## config.mk

```make
export PLATFORM = sky130hd
export DESIGN_NAME = symbol_packer
export DESIGN_NICKNAME = d
export VERILOG_FILES = /design/src/rtl/zigbee_pkg.sv /design/src/rtl/sym_lane_wr.sv /design/src/rtl/symbol_packer.sv
export SDC_FILE = /design/constraint.sdc
export NUM_CORES = 1
export LEC_CHECK = 0
export CELL_PAD_IN_SITES_DETAIL_PLACEMENT = 1
export CELL_PAD_IN_SITES_GLOBAL_PLACEMENT = 1
export CORE_ASPECT_RATIO = 1.2
export CORE_MARGIN = 2
export CORE_UTILIZATION = 40
export CTS_CLUSTER_SIZE = 8
export DETAILED_ROUTE_END_ITERATION = 8
export PLACE_DENSITY = 0.84
export SLEW_MARGIN = 0
export SYNTH_ARGS = -nofsm -noshare
export SYNTH_HDL_FRONTEND = slang
export SYNTH_SLANG_ARGS = --single-unit
```

## constraint.sdc

```tcl
create_clock -name inClk -period 1.89 [get_ports inClk]
set_input_delay 0.378 -clock inClk [delete_from_list [all_inputs] [get_ports inClk]]
set_output_delay 0.378 -clock inClk [all_outputs]
set_load 0.1 [all_outputs]
```

## src/rtl/zigbee_pkg.sv

```systemverilog
// Shared constants and types for the ZigBee symbol/word datapath.
// Used by symbol_packer and its nibble-lane write decoder.
package zigbee_pkg;

    localparam int SYM_W         = 4;
    localparam int SYMS_PER_WORD = 8;
    localparam int WORD_W        = 32;
    localparam int CNT_W         = 4;
    localparam int POS_W         = 3;

    typedef logic [SYM_W-1:0]  sym_t;
    typedef logic [WORD_W-1:0] word_t;
    typedef logic [CNT_W-1:0]  symcnt_t;

endpackage

```

## src/rtl/sym_lane_wr.sv

```systemverilog
// Combinational 1-to-8 nibble-lane write decoder: merges one symbol into the accumulator.
// Lane order is LSB-first unless SYMBOL_PACKER_MSB_FIRST_EN is defined.
module sym_lane_wr
    import zigbee_pkg::*;
(
    input  word_t            acc_i,
    input  sym_t             sym_i,
    input  logic [POS_W-1:0] pos_i,
    output word_t            word_o
);

    logic [POS_W-1:0] lane_s;
    logic [4:0]       shamt_s;

    // Map symbol position to a nibble lane and overwrite that lane in the accumulator.
    always_comb begin
`ifdef SYMBOL_PACKER_MSB_FIRST_EN
        lane_s = POS_W'(SYMS_PER_WORD - 1) - pos_i;
`else
        lane_s = pos_i;
`endif
        shamt_s = {lane_s, 2'b00};
        word_o  = (acc_i & ~(WORD_W'(4'hF) << shamt_s)) | (WORD_W'(sym_i) << shamt_s);
    end

endmodule

```

## src/rtl/symbol_packer.sv

```systemverilog
// Packs 4-bit ZigBee symbols into 32-bit words with early termination on a last flag.
// Optional macro SYMBOL_PACKER_MSB_FIRST_EN places the first symbol in the top nibble.
module symbol_packer
    import zigbee_pkg::*;
(
    input  logic         inClk,
    input  logic         inRst,
    input  logic [3:0]   inSym,
    input  logic         inSymValid,
    input  logic         inSymLast,
    output logic         outSymReady,
    output logic [31:0]  outWord,
    output logic [3:0]   outWordCnt,
    output logic         outWordLast,
    output logic         outWordValid,
    input  logic         inWordReady
);

    word_t   acc_q,   acc_d;
    symcnt_t cnt_q,   cnt_d;
    word_t   word_q,  word_d;
    symcnt_t wcnt_q,  wcnt_d;
    logic    wlast_q, wlast_d;
    logic    wvld_q,  wvld_d;

    logic    accept_s;
    logic    complete_s;
    word_t   merged_s;

    sym_lane_wr u_lane_wr (
        .acc_i  (acc_q),
        .sym_i  (inSym),
        .pos_i  (cnt_q[POS_W-1:0]),
        .word_o (merged_s)
    );

    // Handshake: room exists when no word is pending or the pending one leaves this cycle.
    always_comb begin
        outSymReady = !inRst && (!wvld_q || inWordReady);
        accept_s    = inSymValid && outSymReady;
        complete_s  = accept_s && ((cnt_q == symcnt_t'(SYMS_PER_WORD - 1)) || inSymLast);
    end

    // Next-state for accumulator, symbol counter and output word register.
    always_comb begin
        acc_d   = acc_q;
        cnt_d   = cnt_q;
        word_d  = word_q;
        wcnt_d  = wcnt_q;
        wlast_d = wlast_q;
        wvld_d  = wvld_q;
        if (complete_s) begin
            word_d  = merged_s;
            wcnt_d  = cnt_q + 4'd1;
            wlast_d = inSymLast;
            wvld_d  = 1'b1;
            acc_d   = 32'h0000_0000;
            cnt_d   = 4'd0;
        end else begin
            if (accept_s) begin
                acc_d = merged_s;
                cnt_d = cnt_q + 4'd1;
            end else begin
                acc_d = acc_q;
            end
            if (wvld_q && inWordReady) begin
                wvld_d = 1'b0;
            end else begin
                wvld_d = wvld_q;
            end
        end
    end

    // State registers with synchronous reset that discards any partial or pending word.
    always_ff @(posedge inClk) begin
        if (inRst) begin
            acc_q   <= 32'h0000_0000;
            cnt_q   <= 4'd0;
            word_q  <= 32'h0000_0000;
            wcnt_q  <= 4'd0;
            wlast_q <= 1'b0;
            wvld_q  <= 1'b0;
        end else begin
            acc_q   <= acc_d;
            cnt_q   <= cnt_d;
            word_q  <= word_d;
            wcnt_q  <= wcnt_d;
            wlast_q <= wlast_d;
            wvld_q  <= wvld_d;
        end
    end

    assign outWord      = word_q;
    assign outWordCnt   = wcnt_q;
    assign outWordLast  = wlast_q;
    assign outWordValid = wvld_q;

endmodule

```

==> qor.yml <==
critical_path:
  cpMaxStageDelayCell: "clkdlybuf4s50_1"
  crit_path_max_fanout: 6
  r2r_setup_slack_ps: 240
  arrival_ps: 1420
  cp-end-kind: "primary output"
  r2r_start: "cnt_q[2]$_SDFFE_PP0P_"
  cp_data_required_time_ps: 1510
  crit_type: "input pin to primary output"
  rr_worst_depth: 6
  cp_slowest_stage_delay_ps: 440
  path_cells: "clkdlybuf4s50_1 -> nand2b_2 -> and2_1 -> buf_12"
  r2r_end: "outWord[12]$_SDFFE_PP0P_"
  cp-start-kind: "input pin"
clock_network:
  clkSlewWorstSetupHoldPaths_ps: 70
  root_buffer: "clkbuf_8"
  ctsLongestPathBuffers: 2
  cts_buffers: 9
  clk_latency_ps: 350
  cts_resized: 0
  postCtsSetupRepairBufs: 0
  htree_levels: 3
  cts_hold_buf: 0
  cts_tree: "built"
  clock-sinks: 74
min_path:
  hold-path-cell-count: 2
  hold_path_startpoint: "outWord[10]$_SDFFE_PP0P_"
  hold_end: "outWord[10]$_SDFFE_PP0P_"
  hold_path.class: "flop to flop"
die:
  die_area_mm2: 0.00884
  start_util_pct: 41.8
  coreArea_mm2: 0.00775
  die_x_um: 86.2
  die_y_um: 103
  io_pins: 48
  num_rows: 35
route:
  via_per_inst: 5.62
  drt_wl_total_um: 9640
  vias: 3033
  remaining_drc_errors: 0
  ant_nets: 0
  firstDrtPassIters: 6
  routedWlPerCell_um: 17.9
  drt_iter0_markers: 177
finish:
  n_antenna_cell: 0
  postLayoutCellArea_mm2: 0.00423
  nets: 459
  fillers: 911
  drive_gt1_share_pct: 18.5
  instances_no_fill: 540
  area_delta_synth_final_pct: 30.6
grt:
  grtUsageTotal_pct: 22.9
  grt_max_degree: 62
  grt_pass1_wl_um: 15900
  grt_antenna_before_repair: 0
  grt.overflow.total: 0
  grt_pass1_vias: 3249
job:
  maxCapViolCount: 0
synthesis:
  yosysWarnings: 0
  syn_nets: 410
  synth_area_mm2: 0.00324
  ys_seq_area_share_pct: 45.7
  synth_cell_types: 33
  synth_top_area_share_pct: 45.7
  synth_seq_cells: 74
  avgSynthCellArea_um2: 8.20
  synthTopCellsByArea: "dfxtp_1 46%, nand2_1 12%, a21oi_1 9.6%"
  yosys.area.top_type: "dfxtp_1"
  synthCells: 395
status:
  status: "complete, no violations"
timing:
  slew_headroom_pct: 56.4
  max_freq_mhz: 555
  min_period_ps: 1800
  rsz0062_at_grt: "false"
  final.period_utilization_pct: 95.3
  tightest_slew_ps: 654
  slew_viol_final: 0
  finalSetupViolations: 0
  setup_ws_ps: 88.4
  hold_viol_final: 0
  finalClockSkew_ps: 8.83
power:
  p_leak_nw: 1.48
  irDropWorstVdd_v: 0.000346
  p_total_mw: 3.03
  power_density_mw_per_mm2: 717
placement:
  place_inst: 525
  dp_slack_ps: -39.2
  place.gp.congestion: 0.803
  dpl.hpwl_um: 6590
  placed_area_mm2: 0.00406
  io_buffers: 47
[power breakdown]
group | switching (mW) | total, mW | internal (mW) | leakage [nW]
logic | 0.227 | 0.333 | 0.106 | 0.799
clock network | 0.574 | 1.11 | 0.540 | 0.0855
registers | 0.0113 | 1.58 | 1.57 | 0.598
total | 0.813 | 3.03 | 2.22 | 1.48
[critical path: cells and delay by family]
family | cells | cell delay [ps]
and+or+nand+nor | 2 | 410
buffers and inverters | 2 | 630
[routing by layer]
layer | part of all wire [%] | vias up | wire length (um) | global-route usage, %
li1 | - | 1458 | - | -
met1 | 44 | 1480 | 4250 | 28.6
met2 | 50 | 72 | 4780 | 38.2
met3 | 3.5 | 23 | 336 | 4.40
met4 | 2.9 | 0 | 283 | 10.5
met5 | 0 | - | 0 | 0
[synthesized netlist by cell type, drive strengths merged]
master   instances
o22ai            4
a211oi           2
nor2b            1
a22o            12
o31ai            8
o21ai            1
nor3b            2
a21oi           62
nor2             5
nand3b           1
a32o             1
nor3             3
ha               6
nand3           36
nand2b           6
nand2          102
buf             21
clkbuf           8
a31oi            1
o32ai            4
and2             3
inv             16
o211a            1
o2bb2ai         12
dfxtp           74
or2              1
and3b            1
o211ai           1
[cells in the final DEF, fill, tap and decap left out, drive strengths merged, types with 2 or more instances in the layout]
cell type / instances
ha: 6
a211oi: 2
o31ai: 8
clkdlybuf4s50: 7
dfxtp: 74
buf: 60
nor3b: 2
o2bb2ai: 12
nand3: 36
a21oi: 62
a22o: 12
o22ai: 4
inv: 16
nor3: 3
o32ai: 4
and2: 3
nand2b: 6
nand2: 102
clkbuf: 13
nor2: 5
[logic make-up (layout without fill, tap and decap cells)]
family | after synthesis | in the layout | share of synthesized area, %
AO/OA/AOI/OAI | 109 | 109 | 22.1
flip-flops | 74 | 74 | 45.7
buffers and inverters | 45 | 98 | 7.38
adder cells (fa/ha/maj) | 6 | 6 | 2.32
AND/OR/NAND/NOR | 161 | 161 | 22.5
[sequential cells by signal, summed over array words and instances, names as in the netlist]
register and cells:
acc_q 32, cnt_q 4, outWord 32, outWordCnt 4, outWordLast 1, outWordValid 1
[per-stage QoR]
| stage | hold slack [ps] | utilization, % | setup TNS (ps) |
|---|---|---|---|
| 5_1_grt | 490 | 54.6 | 0 |
| 2_1_floorplan | 437 | - | 0 |
| 3_3_place_gp | 442 | 52.3 | 0 |
| 3_5_place_dp | 449 | 52.3 | -196 |
| 4_1_cts | 459 | 54.6 | 0 |
| 6_report | 462 | 54.6 | 0 |
[area by class of cell]
class                      instances  area (um^2)  share of cell area [%]
tap                               92          115                    2.72
timing repair buffer              67          881                    20.8
clock buffer                      13          159                    3.76
clock inverter                     2         12.5                   0.296
sequential                        74         1480                    35.1
inverter                          16         60.1                    1.42
multi-input combinational        276         1520                    35.9
[worst max path at each step]
stage                              startpoint  slack (ps)                       end
floorplan           outWordValid$_SDFFE_PP0P_          50               outSymReady
global placement                    inSymLast          40  outWord[22]$_SDFFE_PP0P_
detailed placement                  inSymLast         -40  outWord[28]$_SDFFE_PP0P_
CTS                               inWordReady          90               outSymReady
global route                      inWordReady          50               outSymReady
finish                            inWordReady          90               outSymReady
No activity file was read; power rests on OpenSTA's default activity.
